## src/rtl/ysyx_25040111_xbar_arb_pkg.sv

```systemverilog
// Shared definitions for the N-master request/response arbiter:
// FSM encodings, arbitration-mode constants and an index-width helper.
package ysyx_25040111_xbar_arb_pkg;

    typedef enum logic [1:0] {
        ST_IDLE  = 2'd0,
        ST_ISSUE = 2'd1,
        ST_RESP  = 2'd2
    } arb_state_e;

    localparam int RR_FIXED = 0;
    localparam int RR_ROUND = 1;
    localparam int BEAT_W   = 8;

    // Width of a master index; never narrower than one bit.
    function automatic int idx_width(input int n);
        return (n > 1) ? $clog2(n) : 1;
    endfunction

endpackage

```

## src/rtl/ysyx_25040111_xbar_arb_rrpick.sv

```systemverilog
// Rotating-priority encoder: first set request at or after ptr, wrapping.
// Tying ptr to zero gives plain lowest-index fixed priority.
module ysyx_25040111_rrpick
    import ysyx_25040111_xbar_arb_pkg::*;
#(
    parameter int N     = 2,
    parameter int IDX_W = idx_width(N)
) (
    input  logic [N-1:0]     req,
    input  logic [IDX_W-1:0] ptr,
    output logic [N-1:0]     gnt,
    output logic [IDX_W-1:0] idx,
    output logic             any
);

    int j;

    // NOTE: every output of a combinational block gets a default before any
    // conditional assignment, so no path leaves a value held (no latch).
    always_comb begin
        gnt = '0;
        idx = '0;
        any = 1'b0;
        j   = 0;
        for (int k = 0; k < N; k++) begin
            j = int'(ptr) + k;
            if (j >= N) j = j - N;
            if (!any && req[j]) begin
                any    = 1'b1;
                gnt[j] = 1'b1;
                idx    = IDX_W'(j);
            end
        end
    end

endmodule

```

## src/rtl/ysyx_25040111_xbar_arb.sv

```systemverilog
// N-master to 1-slave arbiter: grant held for the whole transaction,
// fixed or round-robin selection, burst length checked against the response.
module ysyx_25040111_xbar_arb
    import ysyx_25040111_xbar_arb_pkg::*;
#(
    parameter  int N_MST   = 2,
    parameter  int ADDR_W  = 32,
    parameter  int DATA_W  = 32,
    parameter  int RR_MODE = 1,
    localparam int IDX_W   = idx_width(N_MST),
    localparam int STRB_W  = DATA_W / 8
) (
    input  logic                      clock,
    input  logic                      reset,
    input  logic [N_MST-1:0]          m_req_valid,
    output logic [N_MST-1:0]          m_req_ready,
    input  logic [N_MST-1:0]          m_req_write,
    input  logic [N_MST*ADDR_W-1:0]   m_req_addr,
    input  logic [N_MST*DATA_W-1:0]   m_req_wdata,
    input  logic [N_MST*STRB_W-1:0]   m_req_wstrb,
    input  logic [N_MST*BEAT_W-1:0]   m_req_len,
    output logic [N_MST-1:0]          m_resp_valid,
    output logic [DATA_W-1:0]         m_resp_data,
    output logic                      m_resp_last,
    output logic                      m_resp_err,
    output logic                      s_req_valid,
    input  logic                      s_req_ready,
    output logic                      s_req_write,
    output logic [ADDR_W-1:0]         s_req_addr,
    output logic [DATA_W-1:0]         s_req_wdata,
    output logic [STRB_W-1:0]         s_req_wstrb,
    output logic [BEAT_W-1:0]         s_req_len,
    input  logic                      s_resp_valid,
    input  logic [DATA_W-1:0]         s_resp_data,
    input  logic                      s_resp_last,
    input  logic                      s_resp_err,
    output logic [IDX_W-1:0]          grant_id,
    output logic                      busy,
    output logic                      len_err
);

    arb_state_e         state, state_nxt;
    logic [IDX_W-1:0]   rr_ptr, pick_ptr, pick_idx;
    logic [N_MST-1:0]   pick_gnt;
    logic               pick_any;
    logic [BEAT_W-1:0]  beat_cnt, len_q;
    logic               accept, resp_fire, resp_end;

    logic               sel_write;
    logic [ADDR_W-1:0]  sel_addr;
    logic [DATA_W-1:0]  sel_wdata;
    logic [STRB_W-1:0]  sel_wstrb;
    logic [BEAT_W-1:0]  sel_len;

    assign pick_ptr = (RR_MODE == RR_ROUND) ? rr_ptr : '0;

    ysyx_25040111_rrpick #(.N(N_MST), .IDX_W(IDX_W)) u_pick (
        .req (m_req_valid),
        .ptr (pick_ptr),
        .gnt (pick_gnt),
        .idx (pick_idx),
        .any (pick_any)
    );

    always_comb begin
        sel_write = 1'b0;
        sel_addr  = '0;
        sel_wdata = '0;
        sel_wstrb = '0;
        sel_len   = '0;
        for (int i = 0; i < N_MST; i++) begin
            if (pick_idx == IDX_W'(i)) begin
                sel_write = m_req_write[i];
                sel_addr  = m_req_addr[i*ADDR_W +: ADDR_W];
                sel_wdata = m_req_wdata[i*DATA_W +: DATA_W];
                sel_wstrb = m_req_wstrb[i*STRB_W +: STRB_W];
                sel_len   = m_req_len[i*BEAT_W +: BEAT_W];
            end
        end
    end

    // NOTE: sequential state uses non-blocking assignments so every register
    // samples pre-edge values regardless of process evaluation order.
    always_ff @(posedge clock) begin
        if (!reset) state <= ST_IDLE;
        else        state <= state_nxt;
    end

    assign resp_end = s_resp_last || (beat_cnt == len_q);

    // While reset is held every handshake output is forced low, which also
    // suppresses the beat that arrives in the abort cycle.
    always_comb begin
        state_nxt    = state;
        m_req_ready  = '0;
        m_resp_valid = '0;
        m_resp_last  = 1'b0;
        s_req_valid  = 1'b0;
        accept       = 1'b0;
        resp_fire    = 1'b0;
        if (reset) begin
            case (state)
                ST_IDLE: begin
                    if (pick_any) begin
                        accept      = 1'b1;
                        m_req_ready = pick_gnt;
                        state_nxt   = ST_ISSUE;
                    end
                end
                ST_ISSUE: begin
                    s_req_valid = 1'b1;
                    if (s_req_ready) state_nxt = ST_RESP;
                end
                ST_RESP: begin
                    if (s_resp_valid) begin
                        resp_fire              = 1'b1;
                        m_resp_valid[grant_id] = 1'b1;
                        m_resp_last            = resp_end;
                        if (resp_end) state_nxt = ST_IDLE;
                    end
                end
                default: state_nxt = ST_IDLE;
            endcase
        end
    end

    assign m_resp_data = resp_fire ? s_resp_data : '0;
    assign m_resp_err  = resp_fire && s_resp_err;
    assign busy        = (state != ST_IDLE);

    // NOTE: the latched request fields drive outputs directly, so they are
    // reset like control state rather than left uninitialised.
    always_ff @(posedge clock) begin
        if (!reset) begin
            grant_id    <= '0;
            rr_ptr      <= '0;
            beat_cnt    <= '0;
            len_err     <= 1'b0;
            len_q       <= '0;
            s_req_write <= 1'b0;
            s_req_addr  <= '0;
            s_req_wdata <= '0;
            s_req_wstrb <= '0;
        end else begin
            if (accept) begin
                grant_id    <= pick_idx;
                s_req_write <= sel_write;
                s_req_addr  <= sel_addr;
                s_req_wdata <= sel_wdata;
                s_req_wstrb <= sel_wstrb;
                // Writes always complete on one beat whatever len says.
                len_q       <= sel_write ? '0 : sel_len;
            end
            if (state == ST_ISSUE && s_req_ready) beat_cnt <= '0;
            if (resp_fire) begin
                if (beat_cnt != {BEAT_W{1'b1}}) beat_cnt <= beat_cnt + 1'b1;
                if ((s_resp_last && beat_cnt < len_q) ||
                    (!s_resp_last && beat_cnt == len_q))
                    len_err <= 1'b1;
                if (resp_end && RR_MODE == RR_ROUND)
                    rr_ptr <= (grant_id == IDX_W'(N_MST - 1)) ? '0 : grant_id + 1'b1;
            end
        end
    end

    assign s_req_len = len_q;

endmodule

```

## config.mk

```make
export PLATFORM = sky130hd
export DESIGN_NAME = ysyx_25040111_xbar_arb
export DESIGN_NICKNAME = d
export VERILOG_FILES = /design/src/rtl/ysyx_25040111_xbar_arb_pkg.sv /design/src/rtl/ysyx_25040111_xbar_arb_rrpick.sv /design/src/rtl/ysyx_25040111_xbar_arb.sv
export SDC_FILE = /design/constraint.sdc
export NUM_CORES = 1
export LEC_CHECK = 0
export CAP_MARGIN = 20
export CORE_AREA = 2 2 122 124
export CTS_BUF_LIST = sky130_fd_sc_hd__clkbuf_16
export CTS_CLUSTER_DIAMETER = 50
export DETAILED_ROUTE_END_ITERATION = 10
export DIE_AREA = 0 0 124 126
export PLACE_DENSITY = 0.73
export SLEW_MARGIN = 40
export SYNTH_ARGS = -nofsm -noshare
export SYNTH_HDL_FRONTEND = slang
export SYNTH_SLANG_ARGS = --single-unit
export TNS_END_PERCENT = 100
```

## constraint.sdc

```tcl
create_clock -name clock -period 4.3 [get_ports clock]
set_clock_uncertainty 0.05 [all_clocks]
set_input_delay 0.43 -clock clock [delete_from_list [all_inputs] [get_ports clock]]
set_output_delay 0.43 -clock clock [all_outputs]
set_load 0.02 [all_outputs]
```

After elaboration in Yosys (flattened, before gate mapping)
Index checks and enable logic that the tools add are counted.

word-level totals
  flip-flop bits (word level) = 90
  latch bits = 0
  RAM bits = 0
  bits in read-only memories = 0
  input bits = 194
  output and inout bits = 119
  word-level logic and storage cells = 103
  memories kept = 0

operators by class
  add/subtract/negate cells = 5
  $mul = 0
  div/mod/pow operators = 0
  $lt $le $gt $ge = 9
  equal/unequal tests = 8
  shifts and indexed selects = 0
  multiplexer cells = 53
  bitwise operators = 1
  reductions and logical operators = 17

operators by type and width
  cell                   number
  $mux 32                5
  $ge 32x1->1 const B    2
  $lt 32x3->1 const B    2
  $mux 8                 5
  $ge 32x3->1 const B    1
  $sub 32x3->32 const B  1
  $mux 1                 26
  $mux 2                 12
  $add 8x1->8 const B    1
  $eq 8x8->1             1
  $logic_and 1x1->1      8
  $lt 8x8->1             1
  $ne 2x2->1 const B     4
  $ne 8x8->1 const B     1
  $pmux 2 s3             1
  $mux 4                 1
  $reduce_and 2->1       2
  $reduce_and 4->1       1
  $demux 1 s1            3
  $sub 1x2->3 const B    1
  $add 1x1->2 const B    1
  $eq 2x1->1 const B     1
  $eq 2x2->1 const B     1
  $ge 1x2->1 const B     1
  8 further kinds        10

Longest topological paths before layout
Gate-level depths: netlist of run 1.

  depth in word-level cells = 12
  depth in mapped cells = 8
  depth with buffers taken out = 7

By module
From an unflattened synthesis of run 1, not the netlist that was laid out.

second synthesis, totals
  cell total of the unflattened synthesis = 494
  area total of the unflattened synthesis = 4752.1 µm²

modules (own cells, without submodules)
  module                  instances  cells an instance  area each (µm²)
  ysyx_25040111_xbar_arb  1          489                4719.5
  ysyx_25040111_rrpick    1          5                  32.5

Least setup slack after synthesis of run 1
No wires, ideal clock.

  path type = input port to output port
  start = input reset
  end = output m_req_ready[0]
  arrival = 1.640 ns
  path slack = 2.180 ns
  cell stages on the path = 4
  buffers on the path = 2
  path through = buf_2 -> or3b_1 -> buf_2 -> a211oi_1

between the ends
  cells in the longest elaborated chain, start to end = 1

RTL lines
  item             line                           source
  start, declared  ysyx_25040111_xbar_arb.sv:14   input logic reset,
  $mux 2           ysyx_25040111_xbar_arb.sv:101  if (reset) begin
  end, declared    ysyx_25040111_xbar_arb.sv:16   output logic [N_MST-1:0] m_req_ready,

No other way between the ends.

Final worst setup path of run 1
  start = input reset
  end = output m_resp_data[5]

between the ends
  cells in the longest elaborated chain, start to end = 2

RTL lines
  item           line                           source
  $mux 1         ysyx_25040111_xbar_arb.sv:101
  $mux 32        ysyx_25040111_xbar_arb.sv:127  assign m_resp_data = resp_fire ? s_resp_data : '0;
  end, declared  ysyx_25040111_xbar_arb.sv:23   output logic [DATA_W-1:0] m_resp_data,

No other way between the ends.

==> flow_summary.toml, run 1 <==
[sta]
drv_slew = 0
setup_violations = 0
hold_viol_final = 0
relSlewSlack = 0.464
setup-tns-final_ns = 0
period_share = 0.729
max_freq_ghz = 0.319
fin_ws_ns = 1.17
tightest_slew_ns = 0.804
fin_crit_ns = 3.13
rsz0062_at_grt = "false"

[worst_setup_path]
endpoint_kind = "output port"
worstPathMaxFanout = 35
worst-setup-path-type = "in2out"
r2r_slack_ns = 2.08
worst_setup_path_start_kind = "input port"
cp.required_ns = 3.82
arrival_ns = 2.65

[cts]
clock-sinks = 90
post_cts_resize_count = 0
root_buffer = "clkbuf_16"
postCtsSetupBuffers = 0
clock_latency_ns = 0.34
htreeDepth = 3
clkTransAtPathRegs_ns = 0.06
numCtsBuffers = 9
holdBufCountCts = 0
cts_max_path_buffers = 2
tritoncts = "done"

[synth]
syn_inst = 570
synthTopCellsByCount = "144 x nand2_1, 90 x dfxtp_1, 77 x nor2_1"
synth_seq_area_share = 0.401
syn_area_per_cell_um2 = 7.88
ys_top_cells_by_area = "dfxtp_1 40%, a311oi_1 13%, nand2_1 12%"
synth_most_common_cell = "nand2_1"
yosysUniqueCellTypes = 41
async_flop_share = 0
ys_warn_count = 0
synth-edff-count = 0
syn_area_um2 = 4490
synth_top_area_frac = 0.401
synth_top_flop_cell = "dfxtp_1"
ys_ff_latch = 90
syn-num-nets = 773
synth_top_area_cell = "dfxtp_1"

[global_route]
grt_pass1_vias = 4866
grt_overflow = 0
grt_pass1_wl_mm = 25.0
antenna_found_initial = 1
grt_usage = 0.207
grt_max_degree = 83

[die]
boundaryPins = 313
start_util = 0.314
die_area_um2 = 15600
die_h_um = 126
rows = 44
core_um2 = 14300
die_w_um = 124

[final_layout]
fin_nets = 1056
area_growth_pct = 78.6
drive_above_1_share = 0.0373

[drt]
wire_per_inst_um = 15.9
dr.pass1.iters = 4
drt-initial-drc-count = 289
vias = 5012
routed_wl_mm = 16.6
final_antenna_net_count = 0
post-route-drc-count = 0
avgViaCountPerCell = 4.81

[min_path]
min_path_type = "reg2reg"

[placed_design]
hpwl_mm = 12.1
pre_cts_slack_ns = 1.15
place_congestion = 0.824
port_buffers = 312

[power_and_ir_drop]
p_leak_nw = 3.05
design_power_total_w = 0.00250
pwr_density_cell_nw_per_um2 = 312
ir_worst_vdd_uv = 167

[run]
maxCapViolCount = 0

[outcome]
status = "completed"
==> per-stage QoR <==
stage / hold WS [ns] / util / std cells / cell area (um^2)
after global routing: 0.463 / 0.561 / 1043 / 8030
after global placement: 0.432 / 0.536 / 1026 / 7680
after floorplan: 0.431 / - / 570 / 4490
final: 0.446 / 0.561 / 1043 / 8030
after CTS: 0.449 / 0.560 / 1042 / 8020
after detailed placement: 0.440 / 0.536 / 1026 / 7680
==> path summary, 6_finish.rpt <==
path                                             startpoint                           to  cells after the start
worst min register to register  s_req_addr[18]$_SDFFE_PN0P_  s_req_addr[18]$_SDFFE_PN0P_                      2
worst min-delay path            s_req_addr[18]$_SDFFE_PN0P_  s_req_addr[18]$_SDFFE_PN0P_                      2
worst max register to register        state[0]$_SDFFE_PN0P_  s_req_wdata[9]$_SDFFE_PN0P_                      5
worst max-delay path                                  reset               m_resp_data[5]                      6
==> cells in the final DEF (no fill, tap or decap), drive strengths merged, types with 3 or more instances in the layout <==
master	count
nand4	5
a211oi	3
o211ai	3
buf	8
clkdlybuf4s50	312
o21a	3
nor2	78
o21ai	8
inv	15
clkinv	3
a21oi	8
clkbuf	9
ha	9
a311oi	68
nand2	144
dfxtp	90
nor3	3
bufinv	3
o22ai	7
and2	42
o211a	3
nand3b	3
nand3	7
mux2i	7
==> cell type report <==
| type | count | area, um^2 |
|---|---|---|
| Sequential cell | 90 | 1800 |
| Timing Repair Buffer | 320 | 3210 |
| Multi-Input combinational cell | 418 | 2390 |
| Fill cell | 1326 | 6290 |
| Tap cell | 184 | 230 |
| Clock buffer | 9 | 225 |
| Antenna cell | 1 | 2.50 |
| Clock inverter | 7 | 116 |
| Inverter | 14 | 52.6 |
==> flip-flops by register name (all words and copies together) (netlist names) <==
name,count
s_req_addr,32
s_req_wdata,32
beat_cnt,8
s_req_len,8
s_req_wstrb,4
state,2
grant_id,1
len_err,1
pick_ptr,1
s_req_write,1
==> kinds of logic (layout without fill, tap and decap cells) <==
| logic type | Yosys count | in the layout | synth area share |
|---|---|---|---|
| XOR/XNOR | 2 | 2 | 0.00390 |
| adder cells (fa/ha/maj) | 9 | 9 | 0.0251 |
| flip-flops | 90 | 90 | 0.401 |
| AO/OA/AOI/OAI | 111 | 111 | 0.202 |
| buffers and inverters | 62 | 350 | 0.0710 |
| multiplexers | 7 | 7 | 0.0156 |
| AND/OR/NAND/NOR | 289 | 289 | 0.282 |
| other | 0 | 1 | 0 |
==> routing by layer <==
| layer | track usage | part of all wire | vias to the layer above |
|---|---|---|---|
| met1 | 0.225 | 0.39 | 2207 |
| met4 | 0.0932 | 0.030 | 0 |
| met2 | 0.355 | 0.47 | 225 |
| met5 | 0 | 0 | - |
| met3 | 0.0738 | 0.11 | 26 |
| li1 | - | - | 2554 |
==> critical path, cell delays in order <==
cell and delay, ns:
clkdlybuf4s50_1 0.69, buf_4 0.23, and4b_1 0.24, buf_4 0.28, and2_1 0.18, clkdlybuf4s50_1 0.60
==> where the power goes <==
group	switching (W)	total (W)	internal (W)
Sequential	0.0000366	0.000938	0.000901
Combinational	0.000300	0.000657	0.000356
Clock	0.000341	0.000910	0.000568
(Power assumes the default switching activity.)
==> run 2: changes to the inputs <==
- PLACE_DENSITY: 0.73 -> 0.76
- clock period: 4.3 -> 2.8 ns (I/O delays scaled with it)
==> flow_summary.toml, run 2 (same netlist as run 1, synthesis figures left out) <==
[sta]
setup-tns-final_ns = 0
relSlewSlack = 0.524
drv_slew = 0
setup_violations = 0
fin_crit_ns = 2.62
max_freq_ghz = 0.382
fin_ws_ns = 0.181
period_share = 0.935
tightest_slew_ns = 0.709
rsz0062_at_grt = "false"
hold_slack_ns = 0.446
hold_viol_final = 0

[power_and_ir_drop]
pwr_density_cell_nw_per_um2 = 446
ir_worst_vdd_uv = 317
p_leak_nw = 3.04
combPwrFrac = 0.285
seq_power_share = 0.402
internal_power_w = 0.00254
pwr-share-clk = 0.313
switching_power_w = 0.00104
netSwitchingFraction = 0.291

[worst_setup_path]
worst_setup_path_start_kind = "input port"
cp.required_ns = 2.47
crit_buf_inv = 4
worstPathMaxFanout = 35
slowest_stage = "clkdlybuf4s50_1"
endpoint_kind = "output port"
arrival_ns = 2.29
cp_cell_sequence = "clkdlybuf4s50_1 -> buf_4 -> and4b_1 -> buf_12 -> and2_1 -> clkdlybuf4s50_1"
worst-setup-path-type = "in2out"
path_delay_family = "buffers and inverters"
timing.critical_path.mode_cell = "clkdlybuf4s50_1"
max_stage_delay_ns = 0.61

[final_layout]
layout_common_cells = "312 x clkdlybuf4s50_1, 144 x nand2_1, 90 x dfxtp_1"
drive_above_1_share = 0.0451
area_growth_pct = 78.7
fill_cells = 1314
multi_input_area_um2 = 2390
reg_top3 = "s_req_addr: 32 flops, s_req_wdata: 32 flops"
register_area_um2 = 1800
fin_nets = 1063
layout_commonest_cell = "clkdlybuf4s50_1"
postLayoutCoreUtil = 0.561

[cts]
clkTransAtPathRegs_ns = 0.06
clock-sinks = 90
root_buffer = "clkbuf_16"
postCtsSetupBuffers = 0
cts_max_path_buffers = 2
clock_latency_ns = 0.34
numCtsBuffers = 9
holdBufCountCts = 0
tritoncts = "done"
htreeDepth = 3
post_cts_resize_count = 0

[die]
die_area_um2 = 15600
die_h_um = 126
die_w_um = 124
boundaryPins = 313
start_util = 0.314
rows = 44
core_um2 = 14300

[drt]
dr.pass1.iters = 4
routed_wl_mm = 16.6
avgViaCountPerCell = 4.88
vias = 5141
final_antenna_net_count = 0
post-route-drc-count = 0
wire_per_inst_um = 15.8
drt-initial-drc-count = 263

[global_route]
grt_pass1_vias = 5030
grt_pass1_wl_mm = 25.2
antenna_found_initial = 4
grt_max_degree = 77
grt_usage = 0.209
grt_overflow = 0

[min_path]
min_path_type = "reg2reg"

[placed_design]
port_buffers = 312
hpwl_mm = 12.5
place_congestion = 0.808
pre_cts_slack_ns = 0.182

[outcome]
status = "completed"

[run]
maxCapViolCount = 0
==> run 2: changes by cell type in the layout (fill, tap and decap cells not counted), sizes merged <==
| cell | change |
|---|---|
| bufinv | -3 |
| inv | -1 |
| buf | +7 |
| clkinvlp | +2 |
| clkinv | +2 |
| diode | +4 |
==> run 2: final timing paths <==
kind	start	to	slack, ns	cells after the start
worst min register to register	s_req_wdata[14]$_SDFFE_PN0P_	s_req_wdata[14]$_SDFFE_PN0P_	0.45	2
worst max register to register	state[0]$_SDFFE_PN0P_	s_req_wdata[1]$_SDFFE_PN0P_	0.79	6
worst min-delay path	s_req_wdata[14]$_SDFFE_PN0P_	s_req_wdata[14]$_SDFFE_PN0P_	0.45	2
worst max-delay path	reset	m_resp_data[26]	0.18	6
==> run 2: worst reg2reg max path: stages, from the launching register on <==
cell and delay (ns):
dfxtp_1 0.38, or3b_1 0.43, buf_4 0.18, nor2_8 0.16, buf_4 0.36, nor2_1 0.09
a311oi_1 0.27
==> run 2: area by class of cell <==
class                      instances  area share
timing repair buffer             327       0.408
clock buffer                       9      0.0280
tap                              184      0.0287
clock inverter                     7     0.00576
inverter                          14     0.00654
multi-input combinational        418       0.297
sequential                        90       0.224
antenna                            5     0.00156
==> run 2: routing by layer <==
| metal | vias to the layer above | wire length (um) | share of wire | track usage |
|---|---|---|---|---|
| met2 | 221 | 8250 | 0.50 | 0.368 |
| met3 | 25 | 1580 | 0.095 | 0.0616 |
| met1 | 2325 | 6280 | 0.38 | 0.221 |
| met5 | - | 0 | 0 | 0 |
| li1 | 2570 | - | - | - |
| met4 | 0 | 489 | 0.029 | 0.114 |
==> run 2: metrics by stage <==
step           instance area [um^2]  power, W  cells
6_report                       8030   0.00358   1054
5_1_grt                        8030   0.00377   1053
4_1_cts                        8020   0.00362   1049
3_5_place_dp                   7740   0.00249   1033
3_3_place_gp                   7740   0.00249   1033
2_1_floorplan                  4490   0.00194    570
==> run 2: power groups by stage <==
stage | clock, W | sequential (W) | combinational (W)
finish | 0.00112 | 0.00144 | 0.00102
global route | 0.00121 | 0.00145 | 0.00110
CTS | 0.00115 | 0.00144 | 0.00103
detailed placement | 0 | 0.00147 | 0.00102
global placement | 0 | 0.00147 | 0.00102
floorplan | 0 | 0.00158 | 0.000352
==> run 3: changes to the inputs <==
- PLACE_DENSITY: 0.76 -> 0.78
==> flow_summary.toml, run 3 (same netlist as run 1, synthesis figures left out) <==
[die]
die_w_um = 124
rows = 44
core_um2 = 14300
die_area_um2 = 15600
die_h_um = 126
start_util = 0.314
boundaryPins = 313

[final_layout]
register_area_um2 = 1800
layout_common_cells = "311 x clkdlybuf4s50_1, 144 x nand2_1, 90 x dfxtp_1"
diodes = 0
multi_input_area_um2 = 2390
drive_above_1_share = 0.0406
reg_top3 = "s_req_addr: 32 flops, s_req_wdata: 32 flops"
fill_cells = 1339
final_cells = 1046
final_cell_area_um2 = 8000
fin_nets = 1061
layout_commonest_cell = "clkdlybuf4s50_1"
area_growth_pct = 78.0

[placed_design]
pre_cts_slack_ns = -0.00145
port_buffers = 312
dp.cells = 1031
place_area_um2 = 7740
hpwl_mm = 12.5
place_congestion = 0.804

[cts]
tritoncts = "done"
clock_latency_ns = 0.33
holdBufCountCts = 0
clock-sinks = 90
root_buffer = "clkbuf_16"
htreeDepth = 3
cts_max_path_buffers = 2
numCtsBuffers = 9
postCtsSetupBuffers = 0
post_cts_resize_count = 1
clkTransAtPathRegs_ns = 0.06

[worst_setup_path]
r2r_end = "s_req_addr[22]$_SDFFE_PN0P_"
worst_setup_path_start_kind = "input port"
endpoint_kind = "output port"
cp_cell_sequence = "clkdlybuf4s50_1 -> or3b_1 -> a211oi_2 -> clkdlybuf4s50_1"
r2r-start = "state[0]$_SDFFE_PN0P_"
cp.required_ns = 2.47
path_delay_family = "buffers and inverters"
crit_buf_inv = 2
worst-setup-path-type = "in2out"
arrival_ns = 2.29
max_stage_delay_ns = 0.66
slowest_stage = "clkdlybuf4s50_1"
timing.critical_path.mode_cell = "clkdlybuf4s50_1"
worstPathMaxFanout = 4
r2r_cells = 5
r2r_slack_ns = 0.73

[sta]
setup-tns-final_ns = 0
hold_viol_final = 0
drv_slew = 0
relSlewSlack = 0.519
period_share = 0.936
rsz0062_at_grt = "false"
fin_ws_ns = 0.180
fin_crit_ns = 2.62
tightest_slew_ns = 0.717
hold_slack_ns = 0.445
max_freq_ghz = 0.382
setup_violations = 0

[global_route]
grt_max_degree = 77
grt_pass1_wl_mm = 25.3
antenna_found_initial = 0
grt_usage = 0.208
grt_pass1_vias = 5018
grt_overflow = 0

[drt]
post-route-drc-count = 0
wire_per_inst_um = 16.0
vias = 5146
final_antenna_net_count = 0
dr.pass1.iters = 4
drt-initial-drc-count = 225
routed_wl_mm = 16.8
avgViaCountPerCell = 4.92

[min_path]
hold_depth = 2
worstHoldStart = "s_req_wstrb[2]$_SDFFE_PN0P_"
hold_end = "s_req_wstrb[2]$_SDFFE_PN0P_"
min_path_type = "reg2reg"

[power_and_ir_drop]
ir_worst_vdd_uv = 259
pwr_density_cell_nw_per_um2 = 442
p_leak_nw = 3.04

[run]
maxCapViolCount = 0

[outcome]
status = "completed"
## run 3: cell count changes in the layout (fill, tap and decap cells not counted), sizes merged
cell,before,now
clkinv,5,6
diode,5,0
clkdlybuf4s50,312,311
buf,15,14
clkinvlp,2,0
## run 3: area by class of cell
type	instances	area share
Timing Repair Buffer	325	0.409
Multi-Input combinational cell	418	0.299
Sequential cell	90	0.225
Tap cell	184	0.0288
Clock buffer	9	0.0282
Inverter	14	0.00657
Clock inverter	6	0.00313
## run 3: metal layers
layer  part of all wire  up-vias  global-route usage
li1                   -     2554                   -
met1               0.39     2366               0.223
met2               0.50      206               0.378
met3              0.093       20              0.0639
met4              0.021        0              0.0780
met5                  0        -                   0
## run 3: where the power goes
| part | internal (W) | switching, W | total (W) | leakage [nW] |
|---|---|---|---|---|
| sequential | 0.00138 | 0.0000558 | 0.00144 | 0.739 |
| combinational | 0.000556 | 0.000473 | 0.00103 | 2.17 |
| clock | 0.000581 | 0.000486 | 0.00107 | 0.125 |
| total | 0.00252 | 0.00101 | 0.00354 | 3.04 |
## run 3: how the worst max path moves through the flow
stage / startpoint / end / slack (ns) / depth (start not counted)
floorplan: state[0]$_SDFFE_PN0P_ / m_req_ready[0] / 0.95 / 4
global placement: reset / m_req_ready[0] / 0.004 / 4
detailed placement: reset / m_req_ready[0] / -0.001 / 4
CTS: reset / m_req_ready[0] / 0.13 / 4
global route: reset / m_req_ready[0] / 0.11 / 4
finish: reset / m_req_ready[0] / 0.18 / 4
## run 3: metrics by stage
| step | utilization | power [W] |
|---|---|---|
| floorplan | - | 0.00194 |
| global placement | 0.541 | 0.00249 |
| detailed placement | 0.541 | 0.00250 |
| CTS | 0.558 | 0.00357 |
| global route | 0.559 | 0.00372 |
| finish | 0.559 | 0.00354 |
## run 3: tightest hold or removal path, cell delays in order (launching register included)
cell and delay [ns]:
dfxtp_1 0.31, nor2_1 0.09, a311oi_1 0.05
